===== src/rtl/alu_reservation_station_pkg.sv =====
// rtl/alu_reservation_station_pkg.sv - issue and CDB packet types for the ALU reservation station
package alu_reservation_station_pkg;

   localparam int RS_TAG_W = 4;

   typedef struct packed {
      logic [3:0]          op;
      logic [31:0]         vj;
      logic [31:0]         vk;
      logic [RS_TAG_W-1:0] qj;
      logic [RS_TAG_W-1:0] qk;
      logic [RS_TAG_W-1:0] dest;
      logic [31:0]         address;
      logic [1:0]          fu_type;
      logic [31:0]         pc;
   } reservation_station_s;

   typedef struct packed {
      logic                valid;
      logic [RS_TAG_W-1:0] rob_entry;
      logic [31:0]         data;
      logic                exception;
   } cdb_packet_s;

endpackage


===== src/rtl/alu_reservation_station.sv =====
// rtl/alu_reservation_station.sv - ALU reservation station with CDB wakeup and oldest-ready dispatch
module alu_reservation_station
   import alu_reservation_station_pkg::*;
#(
   parameter int DEPTH = 4,
   parameter int TAG_W = RS_TAG_W
) (
   input  logic                       clk_i,
   input  logic                       reset_i,
   input  logic                       flush_i,
   input  logic                       issue_valid_i,
   input  reservation_station_s       issue_packet_i,
   output logic                       full_o,
   output logic [$clog2(DEPTH):0]     count_o,
   input  cdb_packet_s                cdb_packet_i,
   input  logic                       fu_ready_i,
   output logic                       dispatch_valid_o,
   output logic [3:0]                 dispatch_op_o,
   output logic [31:0]                dispatch_vj_o,
   output logic [31:0]                dispatch_vk_o,
   output logic [TAG_W-1:0]           dispatch_dest_o,
   output logic [31:0]                dispatch_imm_o,
   output logic [31:0]                dispatch_pc_o
);

   localparam int IW = $clog2(DEPTH);
   localparam int CW = IW + 1;

   typedef struct packed {
      logic [3:0]       op;
      logic [31:0]      vj;
      logic [31:0]      vk;
      logic [TAG_W-1:0] qj;
      logic [TAG_W-1:0] qk;
      logic [TAG_W-1:0] dest;
      logic [31:0]      imm;
      logic [31:0]      pc;
   } entry_s;

   logic [DEPTH-1:0] busy_q, busy_d;
   entry_s           ent_q [DEPTH];
   entry_s           ent_d [DEPTH];
   // age 0 is the oldest busy entry; ranks stay dense and unique among busy entries
   logic [IW-1:0]    age_q [DEPTH];
   logic [IW-1:0]    age_d [DEPTH];

   logic [DEPTH-1:0] ready;
   logic             sel_found;
   logic [IW-1:0]    sel_idx;
   logic [IW-1:0]    alloc_idx;
   logic             cdb_hit;
   logic             dispatch_fire;
   logic             alloc;
   entry_s           new_ent;
   logic [1:0]       unused_fu_type;

   assign unused_fu_type = issue_packet_i.fu_type;
   assign cdb_hit        = cdb_packet_i.valid && !cdb_packet_i.exception;
   assign full_o         = (count_o == CW'(DEPTH));
   assign dispatch_fire  = dispatch_valid_o && fu_ready_i;
   assign alloc          = issue_valid_i && !full_o && !flush_i;

   always_comb begin
      count_o   = '0;
      ready     = '0;
      sel_found = 1'b0;
      sel_idx   = '0;
      alloc_idx = '0;
      for (int i = 0; i < DEPTH; i++) begin
         count_o  = count_o + CW'(busy_q[i]);
         ready[i] = busy_q[i] && (ent_q[i].qj == '0) && (ent_q[i].qk == '0);
         if (ready[i] && (!sel_found || (age_q[i] < age_q[sel_idx]))) begin
            sel_found = 1'b1;
            sel_idx   = IW'(i);
         end
      end
      for (int i = DEPTH - 1; i >= 0; i--) begin
         if (!busy_q[i]) alloc_idx = IW'(i);
      end
   end

   always_comb begin
      dispatch_valid_o = sel_found && !flush_i;
      dispatch_op_o    = '0;
      dispatch_vj_o    = '0;
      dispatch_vk_o    = '0;
      dispatch_dest_o  = '0;
      dispatch_imm_o   = '0;
      dispatch_pc_o    = '0;
      if (dispatch_valid_o) begin
         dispatch_op_o   = ent_q[sel_idx].op;
         dispatch_vj_o   = ent_q[sel_idx].vj;
         dispatch_vk_o   = ent_q[sel_idx].vk;
         dispatch_dest_o = ent_q[sel_idx].dest;
         dispatch_imm_o  = ent_q[sel_idx].imm;
         dispatch_pc_o   = ent_q[sel_idx].pc;
      end
   end

   // an operand produced on the CDB this very cycle is captured on the way in
   always_comb begin
      new_ent.op   = issue_packet_i.op;
      new_ent.vj   = issue_packet_i.vj;
      new_ent.vk   = issue_packet_i.vk;
      new_ent.qj   = issue_packet_i.qj;
      new_ent.qk   = issue_packet_i.qk;
      new_ent.dest = issue_packet_i.dest;
      new_ent.imm  = issue_packet_i.address;
      new_ent.pc   = issue_packet_i.pc;
      if (cdb_hit && (issue_packet_i.qj != '0) && (issue_packet_i.qj == cdb_packet_i.rob_entry)) begin
         new_ent.vj = cdb_packet_i.data;
         new_ent.qj = '0;
      end
      if (cdb_hit && (issue_packet_i.qk != '0) && (issue_packet_i.qk == cdb_packet_i.rob_entry)) begin
         new_ent.vk = cdb_packet_i.data;
         new_ent.qk = '0;
      end
   end

   always_comb begin
      busy_d = busy_q;
      for (int i = 0; i < DEPTH; i++) begin
         ent_d[i] = ent_q[i];
         age_d[i] = age_q[i];
         if (busy_q[i] && cdb_hit) begin
            if ((ent_q[i].qj != '0) && (ent_q[i].qj == cdb_packet_i.rob_entry)) begin
               ent_d[i].vj = cdb_packet_i.data;
               ent_d[i].qj = '0;
            end
            if ((ent_q[i].qk != '0) && (ent_q[i].qk == cdb_packet_i.rob_entry)) begin
               ent_d[i].vk = cdb_packet_i.data;
               ent_d[i].qk = '0;
            end
         end
         if (dispatch_fire && busy_q[i] && (age_q[i] > age_q[sel_idx])) begin
            age_d[i] = age_q[i] - IW'(1);
         end
      end
      if (dispatch_fire) busy_d[sel_idx] = 1'b0;
      if (alloc) begin
         busy_d[alloc_idx] = 1'b1;
         ent_d[alloc_idx]  = new_ent;
         age_d[alloc_idx]  = IW'(count_o - CW'(dispatch_fire));
      end
      if (flush_i) busy_d = '0;
   end

   always_ff @(posedge clk_i or negedge reset_i) begin
      if (!reset_i) begin
         busy_q <= '0;
         for (int i = 0; i < DEPTH; i++) begin
            ent_q[i] <= '0;
            age_q[i] <= '0;
         end
      end else begin
         busy_q <= busy_d;
         for (int i = 0; i < DEPTH; i++) begin
            ent_q[i] <= ent_d[i];
            age_q[i] <= age_d[i];
         end
      end
   end

endmodule


===== config.mk =====
export PLATFORM = sky130hd
export DESIGN_NAME = alu_reservation_station
export DESIGN_NICKNAME = d
export VERILOG_FILES = /design/src/rtl/alu_reservation_station_pkg.sv /design/src/rtl/alu_reservation_station.sv
export SDC_FILE = /design/constraint.sdc
export NUM_CORES = 1
export LEC_CHECK = 0
export CORE_MARGIN = 2
export CORE_UTILIZATION = 50
export CTS_BUF_LIST = sky130_fd_sc_hd__clkbuf_8
export CTS_CLUSTER_SIZE = 24
export DETAILED_ROUTE_END_ITERATION = 12
export PLACE_DENSITY = 0.72
export SLEW_MARGIN = 20
export SYNTH_ARGS = -nofsm -noshare
export SYNTH_HDL_FRONTEND = slang
export SYNTH_SLANG_ARGS = --single-unit

===== constraint.sdc =====
create_clock -name clk_i -period 12.8 [get_ports clk_i]
set_input_delay 1.28 -clock clk_i [delete_from_list [all_inputs] [get_ports clk_i]]
set_output_delay 1.28 -clock clk_i [all_outputs]
set_load 0.02 [all_outputs]

# ---- Word level (Yosys, flattened, before mapping)
# Index checks and enable logic that the tools add are counted.
# Widths: inputs -> output; s select.
dict set report op_classes {
  addsub 8
  magnitude_cmp 16
  n_eq_ne 11
  muxes 72
  bitwise_logic 7
  reduce_logical 70
}
# cell count
set op_table {}
lappend op_table {{$bwmux 576} 1}
lappend op_table {{$mux 572} 1}
lappend op_table {{$mux 32} 14}
lappend op_table {{$mux 144} 3}
lappend op_table {{$bmux 144 s2} 1}
lappend op_table {{$demux 144 s2} 1}
lappend op_table {{$mux 72} 4}
lappend op_table {{$mux 4} 15}
lappend op_table {{$logic_and 1x1->1} 43}
lappend op_table {{$eq 4x4->1} 10}
lappend op_table {{$reduce_bool 4->1} 10}
lappend op_table {{$mux 2} 17}
lappend op_table {{$logic_not 4->1} 8}
lappend op_table {{$bmux 2 s2} 3}
lappend op_table {{$ge 3x3->1 const B} 4}
lappend op_table {{$not 2->3} 3}
lappend op_table {{$bwmux 8} 1}
lappend op_table {{$gt 2x2->1} 4}
lappend op_table {{$mux 8} 1}
lappend op_table {{$sub 2x1->2 const B} 4}
lappend op_table {{$mux 1} 7}
lappend op_table {{$logic_not 1->1} 6}
lappend op_table {{$lt 2x2->1} 3}
lappend op_table {{$lt 2x3->1 const B} 2}
lappend op_table {{other kinds (14)} 18}
dict set report word_totals {
  regBits 588
  output_inout_bits 141
}

# ---- Depth between registers and ports, before layout
# Gate-level depths: netlist of run 1.
dict set report depth {
  word_depth 34
  mapped_depth 28
}

# ---- Least setup slack after synthesis of run 1
# Ideal clock, no wire load.
dict set report synth_path {
  path_type {register to output}
  startpoint {reg ent_q[500] in the netlist's numbering}
  endpoint {out dispatch_dest_o[0]}
  arrival_time_ps 5600
  t_required_ps 11520
  slack_ps 5920
  stages_incl_launch_ff 24
  n_path_buf 4
  path_cell_list {dfrtp_1 -> nor4_2 -> nand3_2 -> o21ai_1 -> clkbuf_1 -> a21boi_0 -> ha_1 -> nor2_1 -> and4b_1 -> or3_2 -> o211ai_1 -> a21oi_2 -> or2_1 -> ha_1 -> nor2_1 -> nand4_1 -> nor4_1 -> o2bb2ai_1 -> or2_4 -> buf_2 -> buf_2 -> buf_1 -> a21oi_1 -> a21oi_1}
}
dict set report synth_via {
  elab_chain_cells 28
  elab_cells_between_ends 34
  cone_classes {2 x order compare; 17 x mux; 3 x bitwise; 12 x reduce/logical}
}
# item line
set synth_lines {}
lappend synth_lines {{start, declared} alu_reservation_station.sv:41} ;# entry_s ent_q [DEPTH];
lappend synth_lines {{start signal, assigned by index} alu_reservation_station.sv:158} ;# ent_q[i] <= ent_d[i];
lappend synth_lines {{$logic_not 4->1 (*)} alu_reservation_station.sv:71} ;# ready[i] = busy_q[i] && (ent_q[i].qj == '0) && (ent_q[i].qk == '0);
lappend synth_lines {{$logic_and 1x1->1 (*)} alu_reservation_station.sv:71}
lappend synth_lines {{$mux 1 (*)} alu_reservation_station.sv:72} ;# if (ready[i] && (!sel_found || (age_q[i] < age_q[sel_idx]))) begin
lappend synth_lines {{$logic_not 1->1} alu_reservation_station.sv:72}
lappend synth_lines {{$logic_or 1x1->1} alu_reservation_station.sv:72}
lappend synth_lines {{$logic_and 1x1->1} alu_reservation_station.sv:72}
lappend synth_lines {{$mux 1} alu_reservation_station.sv:72}
lappend synth_lines {{$not 1->3 (implied by the code)} alu_reservation_station.sv:72}
lappend synth_lines {{(+11 left out)} --}
lappend synth_lines {{$lt 2x2->1} alu_reservation_station.sv:72}
lappend synth_lines {{$logic_or 1x1->1} alu_reservation_station.sv:72}
lappend synth_lines {{$logic_and 1x1->1} alu_reservation_station.sv:72}
lappend synth_lines {{$mux 2} alu_reservation_station.sv:72}
lappend synth_lines {{$not 2->3 (implied by the code)} alu_reservation_station.sv:94} ;# dispatch_dest_o = ent_q[sel_idx].dest;
lappend synth_lines {{$bmux 144 s2} alu_reservation_station.sv:94}
lappend synth_lines {{$mux 144 (2 in series)} --}
lappend synth_lines {{$mux 4 (*)} alu_reservation_station.sv:90} ;# if (dispatch_valid_o) begin
lappend synth_lines {{end, declared} alu_reservation_station.sv:21} ;# output logic [TAG_W-1:0] dispatch_dest_o,
# Every way passes the cells marked *; elsewhere a longest branch is shown, timed or not. The select of a mux whose other input is x is not followed.

# ---- Final worst setup path of run 1
dict set report layout_path {
  startpoint {reg busy_q[1]}
  endpoint {out dispatch_vk_o[25]}
}
dict set report layout_via {
  elab_chain_cells 25
  elab_cells_between_ends 31
  cone_classes {2 x order compare; 16 x mux; 3 x bitwise; 10 x reduce/logical}
}
# item line
set layout_lines {}
lappend layout_lines {{start, declared} alu_reservation_station.sv:40} ;# logic [DEPTH-1:0] busy_q, busy_d;
lappend layout_lines {{start signal, assigned} alu_reservation_station.sv:156} ;# busy_q <= busy_d;
lappend layout_lines {{$logic_and 1x1->1 (*) (2 in series)} alu_reservation_station.sv:71}
lappend layout_lines {{$logic_and 1x1->1 (*)} alu_reservation_station.sv:72}
lappend layout_lines {{$mux 1} alu_reservation_station.sv:72}
lappend layout_lines {{$not 1->3 (implied by the code)} alu_reservation_station.sv:72}
lappend layout_lines {{$bmux 2 s2} alu_reservation_station.sv:72}
lappend layout_lines {{$mux 2 (implied by the code) (2 in series)} alu_reservation_station.sv:72}
lappend layout_lines {{$lt 2x2->1} alu_reservation_station.sv:72}
lappend layout_lines {{$logic_or 1x1->1} alu_reservation_station.sv:72}
lappend layout_lines {{(+6 left out)} --}
lappend layout_lines {{$lt 2x2->1} alu_reservation_station.sv:72}
lappend layout_lines {{$logic_or 1x1->1} alu_reservation_station.sv:72}
lappend layout_lines {{$logic_and 1x1->1} alu_reservation_station.sv:72}
lappend layout_lines {{$mux 2} alu_reservation_station.sv:72}
lappend layout_lines {{$not 2->3 (implied by the code)} alu_reservation_station.sv:93} ;# dispatch_vk_o = ent_q[sel_idx].vk;
lappend layout_lines {{$bmux 144 s2} alu_reservation_station.sv:93}
lappend layout_lines {{$mux 144 (2 in series)} --}
lappend layout_lines {{$mux 32 (*)} alu_reservation_station.sv:90}
lappend layout_lines {{end, declared} alu_reservation_station.sv:20} ;# output logic [31:0] dispatch_vk_o,
# Marks and branches as above.

==> results of run 1 <==
cell usage after synthesis (3+ instances only):
library cell / number
o21ai_0: 14
o31ai_4: 3
a31oi_1: 15
and2_1: 5
nand3_1: 139
a21oi_1: 410
nor3b_1: 5
or4_1: 3
nand2b_1: 4
nor2_1: 535
inv_1: 34
or3_1: 7
nor4_1: 10
dfrtp_1: 588
nor3_1: 22
nand4_1: 3
o22ai_1: 285
xnor2_1: 17
or2_2: 10
nand2_1: 1193
buf_1: 48
ha_1: 10
buf_2: 45
a22oi_1: 6
clkbuf_2: 31
clkbuf_1: 167
xor2_1: 17
through the flow:
step	hold WS (ns)	total power (uW)
after floorplan	0.445	2670
after global placement	0.457	2880
after detailed placement	0.462	2910
after CTS	0.476	4670
after global routing	0.492	4880
final	0.472	4650
sequential cells by signal, summed over array words and instances, names as in the netlist:
signal,flops
busy_q,4
age_q,8
ent_q,576
power breakdown:
group / internal (uW) / switching, uW / total, uW
clock: 978 / 784 / 1760
combinational: 247 / 349 / 596
sequential: 2140 / 158 / 2300
per-layer routing:
layer,share of wire [%],wire (um)
met5,0.10,97
met4,2.6,2410
met3,10,9450
met2,46,43400
met1,41,39000
worst max path at each step:
stage                     startpoint            endpoint  slack [ns]  cells past startpoint
after floorplan           ent_q[500]  dispatch_dest_o[0]        5.92                     23
after global placement     busy_q[1]   dispatch_vk_o[25]        4.29                     21
after detailed placement   busy_q[1]   dispatch_vk_o[21]        4.25                     21
after CTS                  busy_q[1]   dispatch_vk_o[25]        3.45                     21
after global routing       busy_q[1]   dispatch_vk_o[25]        2.95                     21
final                      busy_q[1]   dispatch_vk_o[25]        3.38                     21
kinds of logic (layout without fill, tap and decap cells):
family,Yosys count,in the layout
AND/OR/NAND/NOR,1956,1956
AO/OA/AOI/OAI,750,750
flip-flops,588,588
buffers and inverters,327,581
XOR/XNOR,34,34
adder cells (fa/ha/maj),13,13
multiplexers,2,2
other,0,11
critical path, cell delays in order (launching register included):
cell	delay (ns)
dfrtp_1	0.68
or3b_4	0.47
nor3_1	0.32
o211ai_1	0.16
a21boi_0	0.15
ha_1	0.29
nor2_1	0.21
and4b_1	0.23
or3_2	0.49
o211ai_1	0.15
a21oi_2	0.09
or2_1	0.31
ha_1	0.21
nor2_1	0.18
nand4_1	0.18
nor4_1	0.24
o2bb2ai_1	0.22
or2_4	0.66
buf_4	0.94
nand2_1	0.12
a21oi_1	0.37
clkdlybuf4s50_1	0.69
cell type report:
type	count	area [sq um]
Multi-Input combinational cell	2755	12600
Sequential cell	588	14700
Antenna cell	11	27.5
Clock buffer	126	1730
Tap cell	756	946
Timing Repair Buffer	375	3670
Fill cell	5078	22300
Inverter	34	128
Clock inverter	46	335
==> summary.md, run 1 <==
| Metric | Value |
|---|---|
| Vias in the first global route | 26371 |
| Iteration-0 DRC Markers | 2907 |
| Post-route cell area | 0.0342 sq mm |
| Layout Nets | 4053 |
| Clk sink count | 588 |
| YS warnings | 0 |
| Setup Skew | 0.0216 ns |
| RSZ-0062 raised after global routing | no |
| Synth Area in Compound Gates | 14.9% |
| Initial Utilization | 50.6% |
| Critical R2R Capture | age_q[1] |
| GR Util met3 | 6.80% |
| CP endpoint kind | primary output |
| PwrDens | 136 mW/mm^2 |
| RePlAce Congestion | 0.893 |
| Initial antenna violation count | 16 |
| Met1 usage | 43.5% |
| Share of the synthesized area in the top cell type | 51.5% |
| # Max-Cap Violations | 0 |
| Number of synthesized flops with an enable pin | 0 |
| Site Rows | 87 |
| Clk slew on worst S/H paths | 0.06 ns |
| Ports | 330 |
| Syn Nets | 3870 |
| Combinational family with the most area after synthesis | simple AND/OR/NAND/NOR gates |
| Rel. slew slack | 21.5% |
| CTS H-tree depth | 3 |
| Met2 usage | 49.6% |
| Final period util | 73.6% |
| Ranking of synthesized cells by area | dfrtp_1 51%, nand2_1 16%, a21oi_1 7.2% |
| Final Non-Filler Cells | 4691 |
| Worst skew pair latency | 0.70 ns |
| Hold Path Origin | ent_q[329] |
| Synth Flop Type | dfrtp_1 |
| Post-Synthesis Cells | 3670 |
| Synthesized area | 0.0286 sq mm |
| Setup Fix Bufs, Post-CTS | 0 |
| Sequential element share of the synthesized area | 51.5% |
| WS Path Type | reg2out |
| Synth area leader | dfrtp_1 |
| Overflow after GRT | 0 |
| Hold Path Class | reg2reg |
| CTS root buffer | clkbuf_8 |
| Most frequent cells in the layout | 1191 x nand2_1, 588 x dfrtp_1, 531 x nor2_1 |
| Placed Area | 0.0321 sq mm |
| Area delta synth->final | 19.7% |
| Mux contribution to synthesized area | 0.0744% |
| Die height | 243 um |
| Vias | 27141 |
| Startpoint types | flop |
| Core Box Area | 0.0565 sq mm |
| Layout Utilization | 60.5% |
| Synth cell types | 62 |
| Final WL | 94.4 mm |
| Critical R2R Launch | busy_q[1] |
| HPWL after DPL | 53.8 mm |
| GR peak layer | met2 |
| DR WL/cell | 20.1 um |
| Layout cell share with drive strength beyond 1 | 6.07% |
| Port Buf Inserts | 327 |
| Cts repair resizes | 0 |
| DP Cell Count | 4508 |
| Worst path required time | 11.52 ns |
| Arrival time worst endpoint | 8.14 ns |
| Leak | 0.0160 uW |
| CTS tree | yes |
| Setup tns final | 0 ns |
| Status | completed |
| Setup violators final | 0 |
| FF+latch count, synth | 588 |
| First-pass GRT wire length | 149 mm |
| Setup WS pre-CTS | 4.25 ns |
| Largest net degree at the start of global routing | 175 |
| Final Hold Viols | 0 |
| Die area | 0.0591 sq mm |
| Min Tclk post-route | 9.42 ns |
| Worst-path fanout max | 86 |
| Pre-antenna DRT Iters | 6 |
| Max clock buf depth | 3 |
| Worst-Margin Slew | 1.18 ns |
| Die width | 243 um |
| Asr flop ratio synth | 100% |
| Cells on Worst Hold Path | 2 |
| Worst vdd ir | 0.0989 mV |
| Via density | 5.79 |
| DR DRC count | 0 |
| Hold worst-path end | ent_q[329] |
| Max Slew Vio Count | 0 |
| Hold Buf Count CTS | 0 |
| Register-to-Register Path Depth | 21 |
| Post-Synth Adder-Cell Area | 0.587% |
| CTS Buf Count | 99 |
| Post-Synth XOR/XNOR Area | 1.04% |
| Avg Inst Size Synth | 7.79 sq um |
| R2R setup slack | 5.73 ns |
| Tot GR Track Use | 31.7% |
| Max frequency | 106 MHz |
| Most common cell after layout, fill and taps aside | nand2_1 |
| Antenna-violating nets left | 0 |
| Final WS setup | 3.38 ns |
| Post-Synth Simple-Gate Area | 27.2% |
(Power assumes the default switching activity.)
==> run 2: changes to the inputs <==
Settings changed: PLACE_DENSITY 0.72 to 0.75.
Clock period 12.8 ns to 8.4 ns, I/O delays scaled along.
==> summary.md, run 2 (same netlist as run 1, synthesis figures left out) <==
| Metric | Value |
|---|---|
| Antenna-violating nets left | 0 |
| Setup tns final | 0 ns |
| Max clock buf depth | 3 |
| Startpoint types | flop |
| Largest net degree at the start of global routing | 162 |
| DR WL/cell | 19.9 um |
| Final Hold Viols | 0 |
| RSZ-0062 raised after global routing | yes |
| Buf+Inv Stages, Crit Path | 2 |
| Clk sink count | 588 |
| Most common cell after layout, fill and taps aside | nand2_1 |
| PwrDens | 205 mW/mm^2 |
| CTS Buf Count | 100 |
| Setup Skew | 0.0304 ns |
| Largest registers | ent_q (576), age_q (8), busy_q (4) |
| Arrival time worst endpoint | 7.19 ns |
| Reg with most FFs | ent_q |
| Tot GR Track Use | 31.4% |
| Clk slew on worst S/H paths | 0.06 ns |
| Fillers | 4955 |
| Hold slack | 0.119 ns |
| Final WL | 93.8 mm |
| Worst-path fanout max | 19 |
| Worst-Margin Slew | 1.08 ns |
| Initial antenna violation count | 17 |
| Pwr Total | 7040 uW |
| Pre-antenna DRT Iters | 5 |
| CTS tree | yes |
| First-pass GRT wire length | 148 mm |
| DP Cell Count | 4508 |
| Max Slew Vio Count | 0 |
| Worst path required time | 7.56 ns |
| Layout Utilization | 60.7% |
| Vias in the first global route | 26790 |
| CTS H-tree depth | 3 |
| Hold Path Class | in2async |
| Critical path's top delay family | simple AND/OR/NAND/NOR gates |
| Die height | 243 um |
| Layout Nets | 4054 |
| Status | completed |
| Ports | 330 |
| Slowest stage cell, crit path | nor2_1 |
| Final period util | 95.6% |
| Initial Utilization | 50.6% |
| Worst path cell trace | buf_4, or3b_4, nor3_1, o211ai_1, a21boi_0, ha_1, nor2_1, and4b_1, or3_2, o211ai_1, a21oi_2, or2_1, ha_1, nor2_1, a31oi_1, o2bb2ai_1, or2_4, nor2_1, a22oi_1, a31oi_1, clkdlybuf4s50_1 |
| Via density | 5.82 |
| Worst skew pair latency | 0.70 ns |
| Max reg flops | 576 |
| Max incr delay on CP | 0.88 ns |
| Site Rows | 87 |
| Min Tclk post-route | 8.03 ns |
| RePlAce Congestion | 0.872 |
| HPWL after DPL | 53.6 mm |
| Most frequent cells in the layout | 1189 x nand2_1, 588 x dfrtp_1, 531 x nor2_1 |
| Final Non-Filler Cells | 4700 |
| Port Buf Inserts | 327 |
| CTS root buffer | clkbuf_8 |
| Leak | 0.0160 uW |
| Vias | 27357 |
| DR DRC count | 0 |
| CP endpoint kind | primary output |
| Core Box Area | 0.0565 sq mm |
| Overflow after GRT | 0 |
| WS Path Type | reg2out |
| Die width | 243 um |
| Rel. slew slack | 27.5% |
| # Max-Cap Violations | 0 |
| Die area | 0.0591 sq mm |
| Area delta synth->final | 20.0% |
| Worst vdd ir | 0.131 mV |
| Setup violators final | 0 |
| Max frequency | 125 MHz |
| Iteration-0 DRC Markers | 2793 |
| Cell repeated most along the worst path | nor2_1 |
| Layout cell share with drive strength beyond 1 | 6.20% |
run 2: cell count changes in the layout (fill, tap and decap cells not counted), sizes merged:
cell / before / now
bufinv: 5 / 1
clkbuf: 126 / 134
clkinv: 6 / 9
clkinvlp: 5 / 1
inv: 64 / 70
run 2: final timing paths:
kind,from,endpoint,slack (ns),depth (start not counted)
max,busy_q[1],dispatch_vk_o[31],0.37,21
min,reset_i,ent_q[24],0.12,1
max reg2reg,busy_q[1],age_q[6],1.90,24
min reg2reg,ent_q[342],ent_q[342],0.47,2
max in group asynchronous,reset_i,ent_q[542],6.24,3
min in group clk_i,ent_q[342],ent_q[342],0.47,2
run 2: where the power goes:
part           switching [uW]  internal, uW  total, uW  leakage [uW]
sequential                241          3260       3500       0.00748
clock                    1190          1440       2630       0.00120
combinational             535           378        914       0.00736
total                    1960          5080       7040        0.0160
run 2: area by class of cell:
cell class	count	area (sq um)	area share (%)
flip-flops and latches	588	14700	42.9
repair buffers	375	3740	10.9
inverters	34	128	0.372
multi-input cells	2755	12700	37.0
diodes	11	27.5	0.0803
clock buffers	134	1840	5.38
well taps	756	946	2.76
clock inverters	47	218	0.635
run 2: per-layer routing:
layer	global-route usage, %	vias to the layer above	routed length (um)
li1	-	12549	-
met1	43.1	13123	38800
met2	48.5	1493	42500
met3	7.44	180	9790
met4	12.0	12	2540
met5	0	-	75
run 2: worst register-to-register path, cell delays in order, from the launching register on:
cell and delay, ns:
dfrtp_1 0.32, buf_4 0.20, or3b_4 0.43, nor3_1 0.37, o211ai_1 0.18, a21boi_0 0.16, ha_1 0.30, nor2_1 0.24
and4b_1 0.24, or3_2 0.49, o211ai_1 0.15, a21oi_2 0.09, or2_1 0.31, ha_1 0.21, nor2_1 0.14, nand4_1 0.14
nor4_1 0.24, o2bb2ai_1 0.21, nor2_1 0.14, o21ai_0 0.44, ha_1 0.33, or2_2 0.32, maj3_2 0.31, or3_1 0.30
a31oi_1 0.16
run 2: what timing repair did:
action                     in CTS  in global routing
hold buffers                    0                  0
buffers inserted                0                  0
resized for setup               0                  3
setup endpoints to repair       0                 31
run 2: per-stage QoR:
stage	cell area [sq um]	worst slack [ns]
4_1_cts	34200	0.333
3_3_place_gp	32200	1.15
3_5_place_dp	32200	1.11
2_1_floorplan	28600	1.96
6_report	34300	0.372
5_1_grt	34300	-0.00857
